===== config.mk =====
export PLATFORM = sky130hd
export DESIGN_NAME = load_unit
export DESIGN_NICKNAME = d
export VERILOG_FILES = /design/src/rtl/load_unit.sv
export SDC_FILE = /design/constraint.sdc
export NUM_CORES = 1
export LEC_CHECK = 0
export ABC_CLOCK_PERIOD_IN_PS = 5540
export BUFFER_PORTS_ARGS = -buffer_cell sky130_fd_sc_hd__buf_4
export CORE_ASPECT_RATIO = 2
export CORE_UTILIZATION = 40
export DETAILED_ROUTE_END_ITERATION = 10
export MAX_ROUTING_LAYER = met4
export SYNTH_ARGS = -nofsm -noshare
export SYNTH_HDL_FRONTEND = slang
export SYNTH_SLANG_ARGS = --single-unit

===== constraint.sdc =====
create_clock -name clk -period 5.54 [get_ports clk]
set_input_delay 1.108 -clock clk [delete_from_list [all_inputs] [get_ports clk]]
set_output_delay 1.108 -clock clk [all_outputs]
set_load 0.03 [all_outputs]

===== src/rtl/load_unit.sv =====
// load_unit: multi-cycle MIPS load path. Decodes an I-type load, forms
// base + sext(imm16), issues one ready-handshaked memory read, then
// extracts/extends the addressed byte, halfword or word and drives the
// register-file write port. Every output is registered.
//
//   state | meaning
//   ------+---------------------------------------------------------
//   IDLE  | waiting for start; decodes and checks alignment on start
//   REQ   | mem_read high, address held, waiting for mem_ready
//   WB    | one-cycle done pulse with write-back of extracted data
//   ERR   | one-cycle done+error pulse (decode, alignment, timeout)
module load_unit #(
   parameter int unsigned TIMEOUT_CYCLES = 255
) (
   input  logic        clk,
   input  logic        reset,
   input  logic        start,
   input  logic [31:0] instruction,
   input  logic [31:0] Read_data1,
   output logic        busy,
   output logic        mem_read,
   output logic [31:0] mem_address,
   input  logic        mem_ready,
   input  logic [31:0] mem_rdata,
   output logic        reg_write,
   output logic [4:0]  write_register,
   output logic [31:0] write_data,
   output logic        done,
   output logic        error
);

   localparam logic [5:0] OP_LB  = 6'h20;
   localparam logic [5:0] OP_LH  = 6'h21;
   localparam logic [5:0] OP_LW  = 6'h23;
   localparam logic [5:0] OP_LBU = 6'h24;
   localparam logic [5:0] OP_LHU = 6'h25;

   localparam logic [7:0] TMO = 8'(TIMEOUT_CYCLES);

   typedef enum logic [1:0] {IDLE, REQ, WB, ERR} state_t;

   state_t      state, state_n;
   logic [7:0]  cnt, cnt_n, cnt_inc;
   logic [5:0]  op_q, op_n;
   logic [4:0]  rt_q, rt_n;
   logic [1:0]  lane_q, lane_n;
   logic [31:0] ea;

   logic        busy_n, mem_read_n, reg_write_n, done_n, error_n;
   logic [31:0] mem_address_n, write_data_n;
   logic [4:0]  write_register_n;

   // Select the addressed field from the returned word and extend it.
   function automatic logic [31:0] extract(input logic [5:0] op,
                                           input logic [1:0] lane,
                                           input logic [31:0] w);
      logic [7:0]  b;
      logic [15:0] h;
      logic [31:0] r;
      case (lane)
         2'd0:    b = w[7:0];
         2'd1:    b = w[15:8];
         2'd2:    b = w[23:16];
         default: b = w[31:24];
      endcase
      h = lane[1] ? w[31:16] : w[15:0];
      case (op)
         OP_LB:   r = {{24{b[7]}}, b};
         OP_LBU:  r = {24'd0, b};
         OP_LH:   r = {{16{h[15]}}, h};
         OP_LHU:  r = {16'd0, h};
         default: r = w;
      endcase
      return r;
   endfunction

   assign ea      = Read_data1 + {{16{instruction[15]}}, instruction[15:0]};
   assign cnt_inc = cnt + 8'd1;

   // State register and registered outputs.
   always_ff @(posedge clk or posedge reset) begin
      if (reset) begin
         state          <= IDLE;
         cnt            <= 8'd0;
         op_q           <= 6'd0;
         rt_q           <= 5'd0;
         lane_q         <= 2'd0;
         busy           <= 1'b0;
         mem_read       <= 1'b0;
         mem_address    <= 32'd0;
         reg_write      <= 1'b0;
         write_register <= 5'd0;
         write_data     <= 32'd0;
         done           <= 1'b0;
         error          <= 1'b0;
      end else begin
         state          <= state_n;
         cnt            <= cnt_n;
         op_q           <= op_n;
         rt_q           <= rt_n;
         lane_q         <= lane_n;
         busy           <= busy_n;
         mem_read       <= mem_read_n;
         mem_address    <= mem_address_n;
         reg_write      <= reg_write_n;
         write_register <= write_register_n;
         write_data     <= write_data_n;
         done           <= done_n;
         error          <= error_n;
      end
   end

   // Next state and next output values; outputs reflect the state being entered.
   always_comb begin
      state_n          = state;
      cnt_n            = cnt;
      op_n             = op_q;
      rt_n             = rt_q;
      lane_n           = lane_q;
      mem_read_n       = 1'b0;
      mem_address_n    = mem_address;
      reg_write_n      = 1'b0;
      write_register_n = write_register;
      write_data_n     = write_data;
      done_n           = 1'b0;
      error_n          = 1'b0;

      case (state)
         IDLE: begin
            if (start) begin
               op_n   = instruction[31:26];
               rt_n   = instruction[20:16];
               lane_n = ea[1:0];
               if (!(instruction[31:26] inside {OP_LB, OP_LH, OP_LW, OP_LBU, OP_LHU})
                   || (instruction[31:26] == OP_LW && ea[1:0] != 2'b00)
                   || ((instruction[31:26] == OP_LH || instruction[31:26] == OP_LHU)
                       && ea[0])) begin
                  state_n = ERR;
                  done_n  = 1'b1;
                  error_n = 1'b1;
               end else begin
                  state_n       = REQ;
                  cnt_n         = 8'd0;
                  mem_read_n    = 1'b1;
                  mem_address_n = {ea[31:2], 2'b00};
               end
            end
         end
         REQ: begin
            if (mem_ready) begin
               state_n          = WB;
               done_n           = 1'b1;
               reg_write_n      = (rt_q != 5'd0);
               write_register_n = rt_q;
               write_data_n     = extract(op_q, lane_q, mem_rdata);
            end else if (cnt_inc == TMO) begin
               state_n = ERR;
               cnt_n   = cnt_inc;
               done_n  = 1'b1;
               error_n = 1'b1;
            end else begin
               cnt_n      = cnt_inc;
               mem_read_n = 1'b1;
            end
         end
         WB:      state_n = IDLE;
         ERR:     state_n = IDLE;
         default: state_n = IDLE;
      endcase

      busy_n = (state_n != IDLE);
   end

endmodule


# Word-level counts from Yosys, hierarchy flattened
# Index checks and enable logic that the tools add are counted.
totals:
  in_bits: 100
  word_cells: 78
  reg_bits: 95
  out_inout_bits: 74
op_classes:
  n_addsub: 2
  n_eq_ne: 18
  reduce_logical: 18
  muxes: 26
  bitwise: 1
ops:
  columns: ["operator", "n"]
  rows:
  - ["$pmux W32 S4", 1]
  - ["$eq A6 B6 Y1 const B", 9]
  - ["$add A32 B32 Y32", 1]
  - ["$mux W8", 3]
  - ["$pmux W8 S3", 1]
  - ["$mux W16", 1]
  - ["$pmux W8 S2", 1]
  - ["$mux W1", 11]
  - ["$reduce_bool A5 Y1", 2]
  - ["$add A8 B1 Y8 const B", 1]
  - ["$eq A8 B8 Y1 const B", 1]
  - ["$mux W2", 4]
  - ["$eq A2 B2 Y1 const B", 3]
  - ["$ne A2 B2 Y1 const B", 3]
  - ["$pmux W1 S2", 3]
  - ["$pmux W2 S3", 1]
  - ["$reduce_bool A2 Y1", 3]
  - ["$eq A2 B1 Y1 const B", 2]
  - ["$logic_not A2 Y1", 2]
  - ["$reduce_and A2 Y1", 2]
  - ["$reduce_and A4 Y1", 1]
  - ["$logic_or A1 B1 Y1", 3]
  - ["$reduce_and A3 Y1", 1]
  - ["$logic_and A1 B1 Y1", 2]
  - ["other kinds (3)", 3]

# Depth between registers and ports, before layout
# Gate-level depths: netlist of run 1.
logic_depth:
  word_depth: 9
  depth_mapped: 10
  depth_no_buf: 10

# Least setup slack after synthesis of run 1
# No wires, ideal clock.
synth_path:
  path_kind: "input-to-reg"
  start: "input instruction[0]"
  end: "register mem_address[30]"
  setup_ns: 0.133
  setup_slack_ns: 2.141
  n_path_buf: 0
  t_arrival_ns: 3.267
  path_stages: 10
  cell_sequence: "ha_1 -> fa_1 -> a211oi_2 -> o21ai_1 -> a221oi_2 -> o31ai_4 -> a31o_4 -> a21boi_2 -> o21a_1 -> o211ai_2"
synth_between:
  elab_chain_cells: 7
  word_cells_on_any_way: 8
  cone_classes: "add/sub: 1; bitwise: 1; reduce/logical: 6"
synth_rtl:
  columns: ["item", "line", "source"]
  rows:
  - ["start, declared", "18", "input logic [31:0] instruction,"]
  - ["$add A32 B32 Y32 (*)", "77", "assign ea = Read_data1 + {{16{instruction[15]}}, instruction[15:0]};"]
  - ["$reduce_bool A2 Y1", "135", "|| (instruction[31:26] == OP_LW && ea[1:0] != 2'b00)"]
  - ["$logic_and A1 B1 Y1", "135", null]
  - ["$logic_or A1 B1 Y1", "135", null]
  - ["$logic_or A1 B1 Y1", "136", "|| ((instruction[31:26] == OP_LH || instruction[31:26] == OP_LHU)"]
  - ["$not A1 Y1 (no source line)", null, null]
  - ["$reduce_and A3 Y1 (no source line)", null, null]
  - ["end signal, assigned", "104", "mem_address <= mem_address_n;"]
  - ["end, declared", "22", "output logic [31:0] mem_address,"]
# Mark *: on every way between the ends. The rest lies on a longest branch, timed or not.
# A chain may end at the register's enable or synchronous reset.

# Worst setup path in the final report of run 1
layout_path:
  start: "input instruction[0]"
  end: "register mem_address[31]"
layout_between:
  elab_chain_cells: 7
  word_cells_on_any_way: 8
  cone_classes: "add/sub: 1; bitwise: 1; reduce/logical: 6"
layout_rtl:
  columns: ["item", "line", "source"]
  rows:
  - ["$add A32 B32 Y32", "77", null]
  - ["via ea[1]", "47", "logic [31:0] ea;"]
  - ["$reduce_bool A2 Y1", "135", null]
  - ["$logic_and A1 B1 Y1", "135", null]
  - ["$logic_or A1 B1 Y1", "135", null]
  - ["$logic_or A1 B1 Y1", "136", null]
  - ["$not A1 Y1 (no source line)", null, null]
  - ["$reduce_and A3 Y1 (no source line)", null, null]
# The timed path passes the listed nets, and every way through them passes these cells.

==> qor.yml, run 1 <==
fin_area_um2: 7600
final-hold-violation-count: 0
start_util: 0.412
fmax_mhz: 271
route.detailed.drc: 0
finalSetupViolCount: 0
cts_resized: 0
dieArea_um2: 15300
grt_max_degree: 52
rsz0062_at_grt: "no"
cp-start-kind: "input port"
cts_inserted_buffers: 9
port_buffers: 166
yosysTopAreaCell: "dfrtp_1"
synth_area_um2: 5910
cts_buffer_depth: 2
slew_violations: 0
dr.first_iter.drc_count: 174
first_pass_iters: 4
grt_pass1_wl_um: 27400
run_status: "finished, final reports clean"
skew_ns: 0.0137
synth.most_common_cell: "nand2_1"
worst_slew_pin_slew_ns: 1.19
die_h_um: 174
std_cell_rows: 62
period_needed_ns: 3.69
num_io_pins: 174
drv_cap: 0
synth_edf_count: 0
dpl_cell_area_um2: 7310
cp.arrival_ns: 3.97
routed_wl_um: 17400
synth_seq_cells: 95
final_antenna_net_count: 0
layout.nets: 955
ir_worst_vdd_mv: 0.183
first_global_vias: 5594
synth.avg_cell_area_um2: 8.80
leakagePower_nw: 3.64
core_um2: 14400
clock-sinks: 95
async_flop_share: 1.00
clk_pin_slew_ns: 0.08
cts_hold_buf: 0
synth_cells: 671
drive_above_1_share: 0.275
ys_seq_area_frac: 0.402
track_usage: 0.239
cts_tree: "done"
synth_top_area_share: 0.402
ys.flop_type: "dfrtp_1"
ys_types: 55
path_max_fanout: 45
regArea_um2: 2380
routedWlPerCell_um: 17.1
insertion_delay_ns: 0.34
cts_setup_buffers: 0
power_density_nw_per_um2: 468
hold_class: "reg2reg"
vias: 5442
period_share: 0.666
diodes: 0
n_fill_cell: 1383
syn2layout_area_growth_pct: 28.7
grt_antenna_before_repair: 0
finalSetupTns_ns: 0
yosys-top-cells-count: "nand2_1, dfrtp_1, o21ai_0"
criticalPathCategory: "in2reg"
slew_headroom: 0.207
dieWidth_um: 87.9
clock-root-buffer: "clkbuf_16"
critPathCaptureType: "register"
overflow: 0
synth_area_leaders: "dfrtp_1, nand2_1, ha_1"
multi_input_area_um2: 3330
ys_warn_count: 0
post-dp-hpwl_um: 13500
cp.required_ns: 5.82
h-tree-depth: 3
viasPerCell: 5.35
gp_congestion: 0.949
[final timing paths]
check	startpoint	cells after the start	to	slack, ns
worst max register to register	lane_q[1]	5	write_data[23]	2.37
worst max-delay path	instruction[0]	8	mem_address[31]	1.85
worst min register to register	state[1]	1	busy	0.48
max in group asynchronous	reset	3	mem_address[5]	3.59
worst min-delay path	state[1]	1	busy	0.48
min in group asynchronous	reset	2	mem_read	0.84
[placed cells by master, fill, tap and decap left out, drive strengths merged, types with 9 or more instances in the layout]
| master | synthesis | routed |
|---|---|---|
| mux2 | 14 | 14 |
| nor2 | 52 | 52 |
| a21oi | 46 | 46 |
| nand2 | 129 | 129 |
| dfrtp | 95 | 95 |
| xor2 | 16 | 16 |
| buf | 7 | 171 |
| a21o | 17 | 17 |
| inv | 19 | 22 |
| ha | 33 | 33 |
| o21ai | 84 | 84 |
| clkbuf | 26 | 9 |
| xnor2 | 14 | 14 |
| nand3 | 22 | 22 |
[stage by stage]
stage | hold WS, ns | total power [W] | utilization | instances | setup WS, ns
floorplan | 0.425 | 0.00232 | - | 672 | 1.95
finish | 0.478 | 0.00356 | 0.530 | 1018 | 1.85
CTS | 0.484 | 0.00360 | 0.530 | 1018 | 1.82
global placement | 0.462 | 0.00292 | 0.509 | 1002 | 1.49
detailed placement | 0.465 | 0.00296 | 0.509 | 1002 | 1.45
global route | 0.483 | 0.00380 | 0.530 | 1018 | 1.63
[layer usage]
| metal | track usage | wire length [um] | vias up |
|---|---|---|---|
| met1 | 0.236 | 6310 | 2573 |
| li1 | - | - | 2664 |
| met5 | - | 0 | - |
| met3 | 0.0348 | 900 | 30 |
| met2 | 0.446 | 9600 | 175 |
| met4 | 0.101 | 613 | 0 |
[area by class of cell]
cell class,instances,share of cell area
Multi-Input combinational cell,525,0.438
Sequential cell,95,0.313
Timing Repair Buffer,171,0.169
Tap cell,192,0.0316
Clock buffer,9,0.0296
Inverter,19,0.00971
Clock inverter,7,0.00954
[cell families (layout without fill, tap and decap cells)]
logic type | after synthesis | in the layout | share of synthesized area
and+or+nand+nor | 236 | 236 | 0.173
AOI/OAI and AO/OA | 200 | 200 | 0.212
DFF | 95 | 95 | 0.402
buffers and inverters | 52 | 206 | 0.0354
adders and majority gates | 34 | 34 | 0.0733
xor gates and xnor gates | 30 | 30 | 0.0445
muxes | 23 | 23 | 0.0589
other | 1 | 2 | 0.000635
[sequential cells by signal, indices dropped and copies added (netlist names)]
name,flops
cnt,8
state,2
mem_address,30
done,1
write_register,5
reg_write,1
write_data,32
rt_q,5
busy,1
error,1
mem_read,1
op_q,6
lane_q,2
[power breakdown]
part | internal, W | switching (W)
Combinational | 0.000688 | 0.00100
Clock | 0.000319 | 0.000307
Sequential | 0.000979 | 0.000268
[critical path: stages]
cell,delay (ns)
buf_4,0.11
ha_1,0.23
fa_1,0.45
or3b_2,0.48
a21oi_1,0.32
nand2_2,0.51
or4b_1,0.66
nand3_1,0.08
Note: power is estimated with default switching activity, not from simulation.
==> run 2: changes to the inputs <==
--- a/config.mk
+++ b/config.mk
@@ -5,12 +5,13 @@
 export SDC_FILE = /design/constraint.sdc
 export NUM_CORES = 1
 export LEC_CHECK = 0
-export ABC_CLOCK_PERIOD_IN_PS = 5540
+export ABC_CLOCK_PERIOD_IN_PS = 3000
 export BUFFER_PORTS_ARGS = -buffer_cell sky130_fd_sc_hd__buf_4
 export CORE_ASPECT_RATIO = 2
 export CORE_UTILIZATION = 40
 export DETAILED_ROUTE_END_ITERATION = 10
 export MAX_ROUTING_LAYER = met4
+export PLACE_DENSITY = 0.67
 export SYNTH_ARGS = -nofsm -noshare
 export SYNTH_HDL_FRONTEND = slang
 export SYNTH_SLANG_ARGS = --single-unit
==> constraint.sdc (replaced) <==
create_clock -name clk -period 3 [get_ports clk]
set_input_delay 0.6 -clock clk [delete_from_list [all_inputs] [get_ports clk]]
set_output_delay 0.6 -clock clk [all_outputs]
set_load 0.03 [all_outputs]
==> qor.yml, run 2 (synthesis results as in run 1) <==
crit_start: "instruction[0]"
dpl_cell_area_um2: 7490
met2_usage: 0.457
diodes: 0
critPathCaptureType: "register"
port_buffers: 166
fin_area_um2: 7790
largest_reg_flops: 32
cts_tree: "done"
multi_input_area_um2: 3330
post-dp-hpwl_um: 14300
clock-root-buffer: "clkbuf_16"
viasPerCell: 5.47
layout_common_cells: "buf_4, nand2_1, dfrtp_1"
finalSetupViolCount: 0
period_needed_ns: 2.80
cp-start-kind: "input port"
syn2layout_area_growth_pct: 31.8
top_regs: "write_data x32, mem_address x30, cnt x8"
std_cell_rows: 62
skew_ns: 0.00481
cts_buffer_depth: 2
insertion_delay_ns: 0.35
gp_congestion: 0.925
p_sw_frac: 0.436
seqPwrFrac: 0.332
final_common_cell: "buf_4"
final_antenna_net_count: 0
top_usage_layer: "met2"
h-tree-depth: 3
dr.first_iter.drc_count: 194
run_status: "finished, final reports clean"
track_usage: 0.250
path_max_fanout: 4
worst_slew_pin_slew_ns: 1.12
layout.nets: 979
leakagePower_nw: 3.76
overflow: 0
slew_headroom: 0.251
core_um2: 14400
criticalPathCategory: "in2reg"
clk_pin_slew_ns: 0.07
first_global_vias: 5887
drive_above_1_share: 0.296
regMostFlops: "write_data"
regArea_um2: 2380
met1_usage: 0.242
cts_hold_buf: 0
cp.arrival_ns: 3.04
hold_class: "in2async"
grt_antenna_before_repair: 0
grt_max_degree: 47
final-hold-violation-count: 0
vias: 5702
rsz0062_at_grt: "no"
num_io_pins: 174
dieWidth_um: 87.9
drv_cap: 0
post-route-util: 0.543
routedWlPerCell_um: 17.1
pwr-share-comb: 0.500
period_share: 0.932
cp.required_ns: 3.24
ir_worst_vdd_mv: 0.358
placed_cells: 1025
pwr-share-clk: 0.167
power_w: 0.00662
slew_violations: 0
route.detailed.drc: 0
power_density_nw_per_um2: 851
grt_use_met3: 0.0357
first_pass_iters: 5
power_switching_w: 0.00289
fmax_mhz: 358
grt_pass1_wl_um: 28600
final_cells: 1042
die_h_um: 174
n_fill_cell: 1342
cts_inserted_buffers: 9
routed_wl_um: 17800
dieArea_um2: 15300
clock-sinks: 95
internal_power_w: 0.00373
r2r-start: "lane_q[0]"
start_util: 0.412
run 2: changes by cell type in the layout (fill, tap and decap cells not counted):
cell      delta
buf_12       +1
buf_4       +23
clkbuf_8     +1
clkinv_2     +3
clkinv_4     -1
clkinv_8     -1
fa_1         -1
fa_2         +1
inv_4        -1
inv_8        -1
run 2: power by group through the flow:
stage,clock [W],sequential [W],combinational [W]
2_1_floorplan,0,0.00293,0.00135
3_3_place_gp,0,0.00220,0.00326
3_5_place_dp,0,0.00222,0.00334
4_1_cts,0.00114,0.00221,0.00334
5_1_grt,0.00119,0.00227,0.00359
6_report,0.00111,0.00220,0.00331
run 2: final cells by class:
| class | count | share of cell area |
|---|---|---|
| clock buffers | 10 | 0.0307 |
| clock inverters | 6 | 0.00562 |
| inverters | 19 | 0.00964 |
| multi-input cells | 525 | 0.428 |
| flip-flops and latches | 95 | 0.305 |
| well taps | 192 | 0.0309 |
| repair buffers | 195 | 0.190 |
run 2: metrics by stage:
step,hold slack (ns),TNS [ns],setup WS [ns]
after floorplan,0.425,0,0.109
after detailed placement,0.458,-2.68,-0.286
after CTS,0.316,0,0.0719
after global placement,0.453,-1.55,-0.253
final,0.310,0,0.203
after global routing,0.341,0,0.0909
run 2: worst paths after layout:
check,endpoint,slack [ns],depth (start not counted)
min in group clk,busy,0.46,1
max in group asynchronous,mem_address[30],2.05,3
worst max register to register,write_data[28],0.47,5
worst min-delay path,write_data[28],0.31,2
worst min register to register,busy,0.46,1
worst max-delay path,mem_address[22],0.20,12
run 2: routing by layer:
metal  up-vias  wire length [um]  share of wire
li1       2714                 -              -
met4         0               880          0.049
met2       240              9750           0.55
met3        49               952          0.053
met1      2699              6220           0.35
met5         -                 0              0
run 2: critical path, stage by stage:
cell      delay (ns)
buf_4           0.11
ha_1            0.24
fa_2            0.40
a211oi_2        0.26
o21ai_1         0.15
a221oi_2        0.23
buf_4           0.17
o31ai_4         0.10
a31o_4          0.28
a31oi_1         0.23
xor2_1          0.18
o21ai_1         0.07
run 2: what timing repair did:
action	in CTS	in global routing
setup endpoints to repair	0	6
hold endpoints to repair	0	0
gates resized for setup	0	1
buffers inserted	0	1
